[src/rtl/kfpga_config_loader.sv]
// ---------------------------------------------------------------------------
// kfpga_config_loader
//
// Bitstream loader that sits directly in front of the kFPGA core
// configuration chain. A host streams WORD_WIDTH-bit words over a
// valid/ready handshake. A load clears the chain first, then shifts the
// words out LSB-first, one bit per config_enable cycle. It stops after
// exactly CHAIN_LENGTH shifts and then reports done.
//
// Optional feature (compile-time macro KFPGA_CFG_CHECKSUM_EN):
//   After the last data shift, the loader accepts one extra checksum word.
//   This word is never shifted. It is compared with the running sum
//   (mod 2**WORD_WIDTH) of all accepted data words, and a mismatch sets
//   the sticky error flag. Without the macro there is no checksum word and
//   error stays 0.
//
// Ports
//   clock          in   1           single clock, rising edge
//   nreset         in   1           asynchronous active-low reset
//   start          in   1           1-cycle pulse; begins a load when idle/done
//   word_data      in   WORD_WIDTH  bitstream word; bit 0 is shifted first
//   word_valid     in   1           word_data valid
//   word_ready     out  1           loader accepts word this cycle
//   config_in      out  1           serial bit to the core config chain
//   config_enable  out  1           chain shift enable, one bit per high cycle
//   config_nreset  out  1           active-low chain clear
//   busy           out  1           load in progress
//   done           out  1           sticky; load complete
//   error          out  1           sticky; checksum mismatch
// ---------------------------------------------------------------------------
module kfpga_config_loader #(
  parameter int WORD_WIDTH   = 8,
  parameter int CHAIN_LENGTH = 2048,
  parameter int CNT_WIDTH    = 16,
  parameter int CLEAR_CYCLES = 2
) (
  input  logic                  clock,
  input  logic                  nreset,
  input  logic                  start,
  input  logic [WORD_WIDTH-1:0] word_data,
  input  logic                  word_valid,
  output logic                  word_ready,
  output logic                  config_in,
  output logic                  config_enable,
  output logic                  config_nreset,
  output logic                  busy,
  output logic                  done,
  output logic                  error
);

  // Width of the "bits left in shifter" counter (must hold WORD_WIDTH).
  localparam int LEFT_W = $clog2(WORD_WIDTH + 1);
  // Width of the clear-phase cycle counter.
  localparam int CLR_W  = $clog2(CLEAR_CYCLES + 1);

  localparam logic [CNT_WIDTH-1:0] CHAIN_LEN_C  = CNT_WIDTH'(CHAIN_LENGTH);
  localparam logic [CNT_WIDTH-1:0] WORD_LEN_C   = CNT_WIDTH'(WORD_WIDTH);
  localparam logic [LEFT_W-1:0]    WORD_BITS_C  = LEFT_W'(WORD_WIDTH);
  localparam logic [CLR_W-1:0]     CLEAR_LAST_C = CLR_W'(CLEAR_CYCLES - 1);

`ifdef KFPGA_CFG_CHECKSUM_EN
  typedef enum logic [2:0] {
    ST_IDLE  = 3'd0,
    ST_CLEAR = 3'd1,
    ST_LOAD  = 3'd2,
    ST_CHECK = 3'd3,
    ST_DONE  = 3'd4
  } state_t;

  // Checksum accumulation: plain modular sum of full words.
  function automatic logic [WORD_WIDTH-1:0] checksum_add(
    input logic [WORD_WIDTH-1:0] acc,
    input logic [WORD_WIDTH-1:0] word
  );
    return acc + word;
  endfunction
`else
  typedef enum logic [2:0] {
    ST_IDLE  = 3'd0,
    ST_CLEAR = 3'd1,
    ST_LOAD  = 3'd2,
    ST_DONE  = 3'd4
  } state_t;
`endif

  state_t                state_r, state_s;
  logic [CLR_W-1:0]      clear_cnt_r, clear_cnt_s;
  logic [CNT_WIDTH-1:0]  bit_cnt_r, bit_cnt_s;
  logic [WORD_WIDTH-1:0] shifter_r, shifter_s;
  logic [LEFT_W-1:0]     left_r, left_s;
  logic                  cfg_in_r, cfg_in_s;
  logic                  cfg_en_r, cfg_en_s;
  logic                  cfg_nrst_r, cfg_nrst_s;
  logic                  busy_r, busy_s;
  logic                  done_r, done_s;
  logic                  error_r, error_s;
  logic                  word_ready_s;
  logic                  accept_s;
  logic [CNT_WIDTH-1:0]  remaining_s;
  logic [LEFT_W-1:0]     load_bits_s;
`ifdef KFPGA_CFG_CHECKSUM_EN
  logic [WORD_WIDTH-1:0] sum_r, sum_s;
`endif

  // Ready decode: depends only on registered state so the host sees a clean signal.
  always_comb begin
    word_ready_s = 1'b0;
    case (state_r)
      // Stop asking for words once the whole chain has been covered.
      ST_LOAD:  word_ready_s = (left_r == {LEFT_W{1'b0}}) && (bit_cnt_r != CHAIN_LEN_C);
`ifdef KFPGA_CFG_CHECKSUM_EN
      ST_CHECK: word_ready_s = 1'b1;
`endif
      default:  word_ready_s = 1'b0;
    endcase
  end

  assign accept_s = word_ready_s & word_valid;

  // Bits to take from the next word; the last word may be only partly used.
  always_comb begin
    remaining_s = CHAIN_LEN_C - bit_cnt_r;
    if (remaining_s >= WORD_LEN_C) begin
      load_bits_s = WORD_BITS_C;
    end else begin
      load_bits_s = remaining_s[LEFT_W-1:0];
    end
  end

  // Next-state and next-output logic for the load sequencer.
  always_comb begin
    state_s     = state_r;
    clear_cnt_s = clear_cnt_r;
    bit_cnt_s   = bit_cnt_r;
    shifter_s   = shifter_r;
    left_s      = left_r;
    cfg_in_s    = 1'b0;
    cfg_en_s    = 1'b0;
    cfg_nrst_s  = 1'b1;
    error_s     = error_r;
`ifdef KFPGA_CFG_CHECKSUM_EN
    sum_s       = sum_r;
`endif

    case (state_r)
      ST_IDLE, ST_DONE: begin
        if (start) begin
          // A new load drops the previous result and starts clearing the chain.
          state_s     = ST_CLEAR;
          clear_cnt_s = {CLR_W{1'b0}};
          bit_cnt_s   = {CNT_WIDTH{1'b0}};
          left_s      = {LEFT_W{1'b0}};
          cfg_nrst_s  = 1'b0;
          error_s     = 1'b0;
`ifdef KFPGA_CFG_CHECKSUM_EN
          sum_s       = {WORD_WIDTH{1'b0}};
`endif
        end else begin
          state_s = state_r;
        end
      end

      ST_CLEAR: begin
        if (clear_cnt_r == CLEAR_LAST_C) begin
          state_s   = ST_LOAD;
          bit_cnt_s = {CNT_WIDTH{1'b0}};
        end else begin
          clear_cnt_s = clear_cnt_r + CLR_W'(1'b1);
          cfg_nrst_s  = 1'b0;
        end
      end

      ST_LOAD: begin
        if (left_r != {LEFT_W{1'b0}}) begin
          // Shift one bit out. config_enable is registered, so it lines up
          // with the bit on config_in in the same output cycle.
          cfg_en_s  = 1'b1;
          cfg_in_s  = shifter_r[0];
          shifter_s = shifter_r >> 1;
          left_s    = left_r - LEFT_W'(1'b1);
          bit_cnt_s = bit_cnt_r + CNT_WIDTH'(1'b1);
        end else if (bit_cnt_r == CHAIN_LEN_C) begin
`ifdef KFPGA_CFG_CHECKSUM_EN
          state_s = ST_CHECK;
`else
          state_s = ST_DONE;
`endif
        end else if (accept_s) begin
          // Accept cycle is the one-cycle bubble; surplus upper bits stay unshifted.
          shifter_s = word_data;
          left_s    = load_bits_s;
`ifdef KFPGA_CFG_CHECKSUM_EN
          sum_s     = checksum_add(sum_r, word_data);
`endif
        end else begin
          // Host stall: chain holds, nothing shifts.
          state_s = state_r;
        end
      end

`ifdef KFPGA_CFG_CHECKSUM_EN
      ST_CHECK: begin
        if (accept_s) begin
          error_s = (word_data != sum_r);
          state_s = ST_DONE;
        end else begin
          state_s = state_r;
        end
      end
`endif

      default: begin
        // Unreachable encoding: recover to a safe idle state.
        state_s = ST_IDLE;
      end
    endcase

`ifndef KFPGA_CFG_CHECKSUM_EN
    error_s = 1'b0;
`endif

    // Status outputs follow the state being entered, so they are registered
    // yet aligned with the state.
    busy_s = (state_s == ST_CLEAR) || (state_s == ST_LOAD)
`ifdef KFPGA_CFG_CHECKSUM_EN
             || (state_s == ST_CHECK)
`endif
             ;
    done_s = (state_s == ST_DONE);
  end

  // State and registered-output update with asynchronous reset.
  always_ff @(posedge clock or negedge nreset) begin
    if (!nreset) begin
      state_r     <= ST_IDLE;
      clear_cnt_r <= {CLR_W{1'b0}};
      bit_cnt_r   <= {CNT_WIDTH{1'b0}};
      shifter_r   <= {WORD_WIDTH{1'b0}};
      left_r      <= {LEFT_W{1'b0}};
      cfg_in_r    <= 1'b0;
      cfg_en_r    <= 1'b0;
      cfg_nrst_r  <= 1'b1;
      busy_r      <= 1'b0;
      done_r      <= 1'b0;
      error_r     <= 1'b0;
`ifdef KFPGA_CFG_CHECKSUM_EN
      sum_r       <= {WORD_WIDTH{1'b0}};
`endif
    end else begin
      state_r     <= state_s;
      clear_cnt_r <= clear_cnt_s;
      bit_cnt_r   <= bit_cnt_s;
      shifter_r   <= shifter_s;
      left_r      <= left_s;
      cfg_in_r    <= cfg_in_s;
      cfg_en_r    <= cfg_en_s;
      cfg_nrst_r  <= cfg_nrst_s;
      busy_r      <= busy_s;
      done_r      <= done_s;
      error_r     <= error_s;
`ifdef KFPGA_CFG_CHECKSUM_EN
      sum_r       <= sum_s;
`endif
    end
  end

  assign word_ready    = word_ready_s;
  assign config_in     = cfg_in_r;
  assign config_enable = cfg_en_r;
  assign config_nreset = cfg_nrst_r;
  assign busy          = busy_r;
  assign done          = done_r;
  assign error         = error_r;

endmodule

[config.mk]
export PLATFORM = sky130hd
export DESIGN_NAME = kfpga_config_loader
export DESIGN_NICKNAME = d
export VERILOG_FILES = /design/src/rtl/kfpga_config_loader.sv
export SDC_FILE = /design/constraint.sdc
export NUM_CORES = 1
export LEC_CHECK = 0
export CAP_MARGIN = 20
export CORE_MARGIN = 2
export CORE_UTILIZATION = 30
export CTS_CLUSTER_DIAMETER = 50
export DETAILED_ROUTE_END_ITERATION = 6
export PLACE_DENSITY = 0.47
export REMOVE_ABC_BUFFERS = 1
export SLEW_MARGIN = 10
export SYNTH_ARGS = -nofsm -noshare
export SYNTH_HDL_FRONTEND = slang
export SYNTH_SLANG_ARGS = --single-unit
[constraint.sdc]
create_clock -name clock -period 3 [get_ports clock]
set_input_delay 0.6 -clock clock [delete_from_list [all_inputs] [get_ports clock]]
set_output_delay 0.6 -clock clock [all_outputs]
set_load 0.03 [all_outputs]
# Word-level counts from Yosys, hierarchy flattened
# Cells that the tools add are included.
[totals]
register_bits = 38
output_inout_bits = 7
wordCells = 75
[op_classes]
add_sub_neg = 4
magnitude_cmp = 1
n_eq_ne = 16
mux = 29
bitwise = 1
reduce_logical = 14
[op_table]
columns = ["operator", "n"]
rows = [
  ["$mux 16", 3],
  ["$pmux 16 s3", 1],
  ["$mux 8", 3],
  ["$mux 4", 5],
  ["$add 16x1->16 const B", 1],
  ["$eq 16x12->1 const B", 1],
  ["$ge 16x4->1 const B", 1],
  ["$ne 16x12->1 const B", 1],
  ["$sub 12x16->16 const A", 1],
  ["$mux 3", 4],
  ["$ne 2x2->1 const B", 5],
  ["$pmux 3 s3", 1],
  ["$pmux 4 s2", 1],
  ["$reduce_and 4->1", 2],
  ["$mux 1", 7],
  ["$eq 3x1->1 const B", 2],
  ["$eq 3x2->1 const B", 2],
  ["$eq 3x3->1 const B", 2],
  ["$ne 3x3->1 const B", 2],
  ["$reduce_and 3->1", 2],
  ["$reduce_bool 2->1", 3],
  ["$logic_not 4->1", 1],
  ["$mux 2", 2],
  ["$pmux 2 s2", 1],
  ["11 further kinds", 11],
]

# Depth between registers and ports, before layout
[depth]
word_depth = 8
mapped_depth = 8
mapped_depth_nobuf = 8

# Worst setup path after synthesis
# OpenSTA, ideal clock, no wires.
[synth_timing]
kind = "reg2out"
start = "reg state_r[1]"
end = "out word_ready"
t_arrival_ns = 1.705
required_time_ns = 2.400
setup_slack_ns = 0.695
stages_incl_launch_ff = 5
path_cell_list = "dfrtp_1 clkbuf_1 nor3b_1 nand2_1 nor2_1"
[synth_between]
elab_chain_len = 2
[synth_rtl]
columns = ["item", "line", "source"]
rows = [
  ["from (decl)", "86", "state_t state_r, state_s;"],
  ["from (signal assigned)", "250", "state_r <= state_s;"],
  ["$eq 3x2->1", "108", "case (state_r)"],
  ["$mux 1", "108", ""],
  ["to (decl)", "42", "output logic word_ready,"],
]
# Every way passes these cells.

# Final worst setup path
[layout_timing]
start = "reg bit_cnt_r[0]"
end = "out word_ready"
[layout_between]
elab_chain_len = 3
[layout_rtl]
columns = ["item", "line", "source"]
rows = [
  ["from (decl)", "88", "logic [CNT_WIDTH-1:0] bit_cnt_r, bit_cnt_s;"],
  ["from (signal assigned)", "237", "bit_cnt_r <= {CNT_WIDTH{1'b0}};"],
  ["from (signal assigned)", "252", "bit_cnt_r <= bit_cnt_s;"],
  ["$ne 16x12->1", "110", "ST_LOAD: word_ready_s = (left_r == {LEFT_W{1'b0}}) && (bit_cnt_r != CHAIN_LEN_C);"],
  ["$logic_and 1x1->1", "110", ""],
  ["$mux 1", "108", ""],
]
# Every way passes these cells.

==> run_results.csv <==
group,metric,value,unit
status,status,"complete, no violations",
yosys,synth_largest_area_cell,"dfrtp_1",
grt,grt_pass1_wl,9120,µm
power,max-vdd-ir-drop,0.000242,V
timing,slew_headroom,41.5,%
setup_path,cp.depth,6,
drt,vias,1910,
grt,grt_overflow,0,
clock_network,cts_tree,"built",
setup_path,reg2reg_depth,7,
run,drv_cap,0,
floorplan,start_util,30.4,%
yosys,synth_edf_count,0,
setup_path,worstPathArrival,2210,ps
timing,slew_viol_final,0,
setup_path,critPathBufInv,2,
clock_network,cts_setup_buffers,0,
floorplan,dieArea,8440,µm²
cells_and_area,multi_input_area,1280,µm²
drt,first_pass_iters,4,
yosys,ys.flop_type,"dfrtp_1",
setup_path,crit_path_start_kind,"flip-flop",
floorplan,ioPinCount,19,
setup_path,cp-end-kind,"primary output",
yosys,yosys-top-cells-count,"dfrtp_1 (37), nand2_1 (25), o21ai_0 (20), nor2_1 (19), a21oi_1 (12)",
min_path,hold_path.class,"input port to async pin",
cells_and_area,drive_gt1_share,10.8,%
setup_path,cp_slowest_cell,"or4bb_4",
cells_and_area,fillers,788,
power,sequentialPowerShare,34.5,%
drt,vias_per_cell,5.01,
drt,wirelength,5420,µm
setup_path,critPathTopFamily,"simple AND/OR/NAND/NOR gates",
yosys,synth_area_leaders,"dfrtp_1 (40%), o21ai_0 (4.3%), nand2_1 (4.1%)",
floorplan,die_height,91.9,µm
timing,setup_viol,0,
setup_path,required,2400,ps
power,power_leakage,1.21,nW
cells_and_area,syn2layout_area_growth,18.5,%
drt,wl_per_cell,14.2,µm
yosys,synth_seq_cells,38,
grt,grt_use_total,13.6,%
timing,period_needed,2810,ps
grt,antenna_found_initial,0,
timing,final.setup.worst_slack,189,ps
yosys,yosys_warnings,0,
yosys,synthCells,258,
grt,grt_pass1_vias,1771,
setup_path,path_class,"flip-flop to primary output",
clock_network,clk_pin_slew,80,ps
drt,detail-route-antenna-nets,0,
cells_and_area,final_util,36.1,%
setup_path,startpoint,"bit_cnt_r[0]",
power,power.internal,0.00126,W
place,place_hpwl,3920,µm
grt,grt_max_degree,39,
clock_network,clockBufferDepth,2,
power,p_comb_share,44.6,%
setup_path,crit_chain,"inv_1 > ha_1 > or4bb_4 > nor4_4 > nor2_1 > buf_4",
yosys,ys_seq_area_share,41.1,%
cells_and_area,final_nets,296,
clock_network,cts.sinks,38,
timing,post-route-period-util,93.7,%
setup_path,slowest_delay,580,ps
setup_path,r2r_start,"bit_cnt_r[0]",
yosys,synth_area,2320,µm²
timing,hold_viol,0,
place,place.gp.congestion,0.772,
timing,clock_skew,4.03,ps
floorplan,die_x,91.9,µm
floorplan,rows,32,
power,swShare,39.8,%
yosys,avgSynthCellArea,8.98,µm²
cells_and_area,regArea,952,µm²
yosys,yosysTopAreaCellShare,40.0,%
cells_and_area,antenna_cells,0,
drt,drtIter0Drc,77,
drt,drc,0,
timing,worstMarginPinSlew,877,ps
yosys,synthArstFlopShare,100,%
place,portBuffers,17,
floorplan,core-area,7610,µm²
yosys,synth.distinct_cells,57,
power,p_per_area,764,nW/µm²
power,p_clk_share,20.9,%
clock_network,htree_num_levels,2,
clock_network,root_buffer,"clkbuf_8",
timing,fmax,0.356,GHz
yosys,synth_most_common_cell,"dfrtp_1",
power,netSwitchingPower,0.000834,W
setup_path,cp_max_fo,7,
clock_network,clk_latency,290,ps
place,dp_slack,247,ps
clock_network,cts_made_buffers,5,
timing,holdWs,423,ps
timing,rsz0062_at_grt,"false",
timing,fin_setup_tns,0,ps
per-layer routing:
layer,part of all wire (%),up-vias,track usage (%)
met5,0,-,0
met4,1.2,0,3.73
met3,1.7,6,2.71
met2,48,14,21.7
met1,49,909,18.8
li1,-,981,-
flip-flops by register name (all words and copies together), names as in the netlist:
register       count
bit_cnt_r         16
shifter_r          8
left_r             4
state_r            3
clear_cnt_r        2
busy               1
config_enable      1
config_in          1
config_nreset      1
done               1
stage by stage:
| stage | std cells | area [µm²] | total power, W |
|---|---|---|---|
| CTS | 381 | 2730 | 0.00212 |
| floorplan | 244 | 2250 | 0.00135 |
| detailed placement | 373 | 2620 | 0.00167 |
| global route | 381 | 2740 | 0.00225 |
| finish | 381 | 2740 | 0.00210 |
| global placement | 373 | 2620 | 0.00168 |
cell families (layout without fill, tap and decap cells):
logic type | Yosys count | count (layout) | synth area share [%]
XOR/XNOR | 10 | 10 | 3.78
buffers and inverters | 24 | 45 | 4.65
other | 1 | 1 | 0.162
AO/OA/AOI/OAI | 63 | 63 | 18.1
AND/OR/NAND/NOR | 108 | 108 | 25.5
multiplexers | 8 | 8 | 3.46
flip-flops | 38 | 38 | 41.1
adder cells (fa/ha/maj) | 6 | 6 | 3.24
power groups by stage:
stage / sequential (W) / combinational (W) / clock, W
floorplan: 0.000744 / 0.000611 / 0
global placement: 0.000732 / 0.000947 / 0
detailed placement: 0.000734 / 0.000938 / 0
CTS: 0.000723 / 0.000942 / 0.000455
global route: 0.000743 / 0.00103 / 0.000476
finish: 0.000722 / 0.000935 / 0.000438
worst paths after layout:
path	slack, ps	to
max in group asynchronous	2030	shifter_r[7]
setup / recovery	190	word_ready
setup reg to reg	440	left_r[1]
min in group clock	480	shifter_r[4]
hold reg to reg	480	shifter_r[4]
hold / removal	420	busy
timing repair:
item / 4_1_cts / 5_1_grt
hold buffers: 0 / 0
endpoints found under the setup margin: 0 / 1
endpoints found under the hold margin: 0 / 0
gates resized for setup: 0 / 3
cell usage in the layout, fill, tap and decap left out, types with 5 or more instances in the layout:
cell,n
nand4_1,6
nand2_1,25
mux2i_1,8
inv_1,10
nand2b_1,8
or3_1,8
o31ai_1,6
a21oi_1,12
ha_1,6
nand3_1,8
dfrtp_1,37
clkdlybuf4s50_1,15
o21ai_0,20
nor2_1,19
xnor2_1,6
clkbuf_8,5
buf_4,11
layout make-up:
type / count / area share (%)
Multi-Input combinational cell: 196 / 46.6
Sequential cell: 38 / 34.7
Timing Repair Buffer: 27 / 8.66
Tap cell: 102 / 4.65
Clock buffer: 5 / 2.51
Clock inverter: 3 / 1.46
Inverter: 10 / 1.37
Power figures use the tool's default switching activity.
